## src/rtl/conv_complex_stream_out.sv

```systemverilog
`default_nettype none
// ============================================================================
//  Module   : conv_complex_stream_out
//  Purpose  : Captures the packed complex convolution result vector and the
//             engine overflow flag on a start request, then replays the
//             result one complex sample per valid/ready handshake, in order,
//             with sample index and last-sample markers.
//  Revision : 1.0 - initial release
// ----------------------------------------------------------------------------
//  Parameters
//    QI, QF      integer / fractional bits of a signed word, W = QI + QF
//    NUM_ELEMS   convolution input length; the result holds L = NUM_ELEMS+2
//  Ports
//    clk           in   clock
//    rst           in   asynchronous reset, active low
//    start         in   capture request (engine done)
//    abort         in   synchronous cancel of an in-progress stream
//    conv_in       in   packed result, 2*W*L bits, sample 0 in the top slot
//    overflow_in   in   engine overflow flag, sampled together with conv_in
//    out_ready     in   downstream ready
//    out_valid     out  sample valid
//    out_re        out  real part of the current sample (slot low half)
//    out_im        out  imaginary part of the current sample (slot high half)
//    out_index     out  sample number 0..L-1
//    out_last      out  high together with sample L-1
//    out_overflow  out  captured overflow flag, held until the next capture
//    busy          out  high whenever the block is not idle
//    done          out  one-cycle pulse after the last handshake
// ============================================================================
module conv_complex_stream_out #(
  parameter int QI        = 3,
  parameter int QF        = 3,
  parameter int NUM_ELEMS = 100
) (
  input  logic                                         clk,
  input  logic                                         rst,
  input  logic                                         start,
  input  logic                                         abort,
  input  logic [2*(QI+QF)*(NUM_ELEMS+2)-1:0]           conv_in,
  input  logic                                         overflow_in,
  input  logic                                         out_ready,
  output logic                                         out_valid,
  output logic [QI+QF-1:0]                             out_re,
  output logic [QI+QF-1:0]                             out_im,
  output logic [$clog2(NUM_ELEMS+2)-1:0]               out_index,
  output logic                                         out_last,
  output logic                                         out_overflow,
  output logic                                         busy,
  output logic                                         done
);

  localparam int W      = QI + QF;
  localparam int L      = NUM_ELEMS + 2;
  localparam int SLOT_W = 2 * W;
  localparam int VEC_W  = SLOT_W * L;
  localparam int IDX_W  = $clog2(L);
  // Lowest bit of the most significant slot: the sample currently presented.
  localparam int TOP_LO = VEC_W - SLOT_W;

  localparam logic [IDX_W-1:0] LAST_IDX = IDX_W'(L - 1);
  localparam logic [IDX_W-1:0] IDX_ONE  = IDX_W'(1);

  typedef enum logic [1:0] {
    ST_IDLE   = 2'd0,
    ST_STREAM = 2'd1,
    ST_DONE   = 2'd2
  } state_t;

  state_t             state_q, state_d;
  logic [VEC_W-1:0]   buf_q,   buf_d;
  logic [IDX_W-1:0]   idx_q,   idx_d;
  logic               ovf_q,   ovf_d;

  logic               w_streaming;
  logic               w_at_last;
  logic               w_handshake;

  // --------------------------------------------------------------------------
  // State register
  // --------------------------------------------------------------------------
  always_ff @(posedge clk or negedge rst) begin
    if (!rst) begin
      state_q <= ST_IDLE;
      buf_q   <= '0;
      idx_q   <= '0;
      ovf_q   <= 1'b0;
    end else begin
      state_q <= state_d;
      buf_q   <= buf_d;
      idx_q   <= idx_d;
      ovf_q   <= ovf_d;
    end
  end

  // --------------------------------------------------------------------------
  // Decodes from registered state only, so no input reaches an output
  // combinationally; out_valid in particular is independent of out_ready.
  // --------------------------------------------------------------------------
  assign w_streaming = (state_q == ST_STREAM);
  assign w_at_last   = (idx_q == LAST_IDX);
  assign w_handshake = w_streaming && out_ready;

  // --------------------------------------------------------------------------
  // Next-state logic
  // --------------------------------------------------------------------------
  always_comb begin
    state_d = state_q;
    buf_d   = buf_q;
    idx_d   = idx_q;
    ovf_d   = ovf_q;

    case (state_q)
      ST_IDLE: begin
        // A simultaneous abort has nothing to cancel here, so start wins.
        if (start) begin
          buf_d   = conv_in;
          ovf_d   = overflow_in;
          idx_d   = '0;
          state_d = ST_STREAM;
        end
      end

      ST_STREAM: begin
        // Abort outranks a handshake in the same cycle; start is ignored so
        // the captured vector is never disturbed mid-stream.
        if (abort) begin
          state_d = ST_IDLE;
        end else if (w_handshake) begin
          buf_d = buf_q << SLOT_W;
          if (w_at_last) begin
            // Index stays at L-1 so it never wraps; it is masked off in DONE.
            state_d = ST_DONE;
          end else begin
            idx_d = idx_q + IDX_ONE;
          end
        end
      end

      ST_DONE: begin
        // The done pulse lasts exactly one cycle whether or not abort is seen.
        state_d = ST_IDLE;
      end

      default: begin
        state_d = ST_IDLE;
      end
    endcase
  end

  // --------------------------------------------------------------------------
  // Outputs. Sample fields are masked outside STREAM so an aborted stream
  // leaves no stale sample on the bus; the overflow flag is held instead.
  // --------------------------------------------------------------------------
  assign out_valid    = w_streaming;
  assign out_re       = w_streaming ? buf_q[TOP_LO +: W]     : '0;
  assign out_im       = w_streaming ? buf_q[TOP_LO + W +: W] : '0;
  assign out_index    = w_streaming ? idx_q                  : '0;
  assign out_last     = w_streaming && w_at_last;
  assign out_overflow = ovf_q;
  assign busy         = (state_q != ST_IDLE);
  assign done         = (state_q == ST_DONE);

endmodule
`default_nettype wire

```

## config.mk

```make
export PLATFORM = sky130hd
export DESIGN_NAME = conv_complex_stream_out
export DESIGN_NICKNAME = d
export VERILOG_FILES = /design/src/rtl/conv_complex_stream_out.sv
export SDC_FILE = /design/constraint.sdc
export NUM_CORES = 2
export LEC_CHECK = 0
export CAP_MARGIN = 30
export CORE_AREA = 4 4 491 493
export DETAILED_ROUTE_END_ITERATION = 10
export DIE_AREA = 0 0 495 497
export DONT_BUFFER_PORTS = 1
export HOLD_SLACK_MARGIN = 0.12
export SLEW_MARGIN = 20
export SYNTH_ARGS = -nofsm -noshare
export SYNTH_HDL_FRONTEND = slang
export SYNTH_SLANG_ARGS = --single-unit
```

## constraint.sdc

```tcl
create_clock -name clk -period 3 [get_ports clk]
set_input_delay 0.6 -clock clk [delete_from_list [all_inputs] [get_ports clk]]
set_output_delay 0.6 -clock clk [all_outputs]
set_load 0.03 [all_outputs]
```

==> summary.txt <==
Floorplan
  – Die area: between 200000 and 250000 µm²
  – Core Area: roughly 240000 µm²
  – Initial core utilization: a little under a quarter
  – Die H: 497 µm
  – Io pins: around 1300
  – Placement row count: around 180
  – Die width: approximately 500 µm

Worst setup path
  – Max stage delay on crit path: around 0.45 ns
  – Worst Path Arrival: approximately 2.2 ns
  – Kind of start point of the critical path: flop
  – Cell family with most CP delay: buffers and inverters
  – Critical Setup Path Class: flop to output pin
  – Critical path required time: between 2 and 2.5 ns
  – CP Depth: 5
  – Crit path capture type: output pin
  – Crit path max-delay cell type: dfrtp_2
  – Worst Path Max Fanout: 28
  – Reg2reg path depth: 6
  – Most common cell on crit path: buf_12
  – Cell Chain, Critical Path: nand2b_4 -> buf_12 -> buf_12 -> nor2_1 -> buf_4
  – WP buf/inv: 3

Timing
  – Worst-Margin Slew: 1.05 ns
  – Fmax: between 0.3 and 0.4 GHz
  – Crit share post-route: between 90% and 100%
  – Fin Setup TNS: 0 ns
  – Worst hold slack: about 0.15 ns
  – Min cycle time layout: approximately 2.8 ns
  – Final setup violation count: 0
  – Final Hold Fails: 0
  – Fin. max-slew vios: 0
  – Max_slew headroom: between 20% and 30%
  – RSZ-0062 raised after global routing: no
  – Layout Skew: 0.0367 ns

Route
  – Vias: approximately 54000
  – Final WL: about 230000 µm
  – DRC Markers: 0
  – Routed Antenna Nets: 0
  – DRT Pass-1 Iters: 7
  – Vias/cell: 4.82
  – Starting DRT DRC Count: about 5800
  – Routed wire per std cell: between 20 and 25 µm

Clocking
  – Root Buffer: clkbuf_16
  – CTS tree: yes
  – Htree depth: 4
  – Clock Pin Slew Worst Setup and Hold Paths: 0.06 ns
  – Maximum buffer depth of the clock tree: 3
  – CTS Sinks: around 1200
  – Total CTS buffers: ~140
  – Clk Latency, worst-skew pair: between 0.7 and 0.8 ns

Global routing
  – Vias in the first global route: 53650
  – Largest net degree at the start of global routing: 148
  – Total Routing Usage GR: between 15 and 20%
  – First-pass GRT wire length: between 300000 and 400000 µm
  – Grt ovf: 0
  – Initial antenna violation count: a little under 90

Power and ir drop
  – Pwr per Cell Area: 767 nW/µm²
  – Worst vdd ir: about 0.55 mV
  – Leak pwr: roughly 33 nW

Yosys
  – Main flop type after synthesis: dfrtp_1
  – Syn Inst Count: 6730
  – Yosys warnings: 0
  – Post-synth ARST share: 100%
  – Synth top area share: 55.7%
  – Seq/Total Area, Yosys: between 50% and 60%
  – Syn Nets: 7962
  – Mean post-synth cell area: between 8 and 9 µm²
  – Yosys reg bits: 1234
  – EDFF count, synth: 0
  – Synth area leader: dfrtp_1
  – Mapped Area: 55400 µm²
  – Netlist cell types: 33
  – Largest cells by area after synthesis: dfrtp_1 56%, nand2_1 17%, a31oi_1 14%, nor2_1 8.2%, buf_2 3.4%

Layout
  – Layout cell share with drive strength beyond 1: between 6 and 7%
  – Non-filler cells, final: 11180
  – Area grow syn2layout: 39.3%
  – Fin nets: approximately 9000

Outcome
  – Status: complete, no violations

Place
  – Port bufs: 0
  – Placed cells: 9605
  – Routability cong.: slightly above 0.9
  – Final HPWL DP: ~170000 µm

Hold path
  – HP Class: input port to flop
  – Worst Hold Depth: 2

Run
  – Max-cap violations: 0
==> layout by cell type (no fill, tap or decap), types with 2 or more instances in the layout <==
| master | instances |
|---|---|
| clkbuf_1 | 29 |
| buf_4 | 158 |
| a31oi_1 | 1213 |
| inv_6 | 3 |
| nor3_1 | 2 |
| and2_1 | 17 |
| clkinvlp_4 | 3 |
| and3_1 | 2 |
| bufinv_16 | 8 |
| nor2_1 | 1216 |
| buf_16 | 2 |
| buf_12 | 96 |
| nand3_1 | 15 |
| clkinv_8 | 4 |
| diode_2 | 85 |
| clkinv_4 | 4 |
| ha_1 | 2 |
| clkbuf_16 | 146 |
| dlygate4sd3_1 | 1226 |
| clkinv_2 | 23 |
| o21a_1 | 3 |
| dfrtp_1 | 1233 |
| a21oi_1 | 4 |
| nand2_1 | 2451 |
| nor2b_1 | 2 |
| clkbuf_8 | 33 |
| o21ai_0 | 6 |
| inv_16 | 3 |
| clkinv_16 | 4 |
| inv_1 | 2 |
==> state kept, by name (all words and copies together) (netlist names) <==
register / flops
state_q: 2
buf_q: 1224
idx_q: 7
out_overflow: 1
==> path summary, 6_finish.rpt <==
| kind | start | to | slack (ns) |
|---|---|---|---|
| worst min register to register | buf_q[2] | buf_q[2] | 0.47 |
| max in group asynchronous | rst | buf_q[304] | 1.51 |
| worst max register to register | idx_q[4] | state_q[0] | 0.47 |
| worst min-delay path | conv_in[6] | buf_q[6] | 0.15 |
| worst max-delay path | state_q[1] | out_index[1] | 0.16 |
| min in group asynchronous | rst | buf_q[899] | 0.49 |
==> per-layer routing <==
layer / track usage [%] / vias up / routed length, µm / part of all wire (%)
met3: 3.84 / 547 / 17400 / 7.4
met1: 21.4 / 26112 / 90100 / 38
met5: 0 / - / 34 / 0.014
li1: - / 24666 / - / -
met4: 8.81 / 6 / 12400 / 5.3
met2: 31.4 / 2533 / 115000 / 49
==> synth_stat cells (3+ instances only) <==
cell / number
nand2_1: 2451
dfrtp_1: 1234
nor2_1: 1217
a31oi_1: 1213
buf_2: 382
clkbuf_1: 105
buf_4: 33
and2_1: 18
nand3_1: 15
buf_6: 13
buf_1: 10
o21ai_0: 6
a21oi_1: 4
o21a_1: 3
==> cells by family after synthesis <==
kind of cell / after synthesis / synth area share [%]
fa+ha+maj: 2 / 0.0451
simple gates: 3714 / 25.4
buf+inv: 548 / 4.99
mux: 1 / 0.0203
compound gates: 1231 / 13.9
flops: 1234 / 55.7
==> per-stage QoR <==
stage / instance area (µm²) / power, mW / utilization, % / worst slack, ns
floorplan: 55400 / 34.0 / - / 0.684
global placement: 59800 / 39.2 / 25.2 / 0.527
detailed placement: 59800 / 39.8 / 25.2 / 0.492
CTS: 77000 / 59.7 / 32.5 / 0.00632
global route: 77200 / 62.7 / 32.6 / 0.00318
finish: 77200 / 59.2 / 32.6 / 0.155
==> timing repair <==
action                                 in CTS  in global routing
endpoints found under the hold margin    1283                  0
hold buffers                             1226                  0
setup buffers                               0                  3
resized for setup                           3                  2
setup endpoints to repair                  13                  3
cloned                                      0                  0
==> power breakdown <==
group	leakage (nW)	internal (mW)	total (mW)	switching, mW
clock network	2.41	10.6	18.3	7.68
logic	16.5	6.10	14.9	8.80
registers	13.7	22.1	26.1	4.02
total	32.6	38.7	59.2	20.5
==> area by class of cell <==
class	count	area (µm²)
clock buffers	208	4220
multi-input cells	4948	21800
diodes	85	213
inverters	3	23.8
flip-flops and latches	1234	30900
fillers	24109	160000
repair buffers	1482	15400
clock inverters	53	696
well taps	3167	3960
Note: power is estimated with default switching activity, not from simulation.
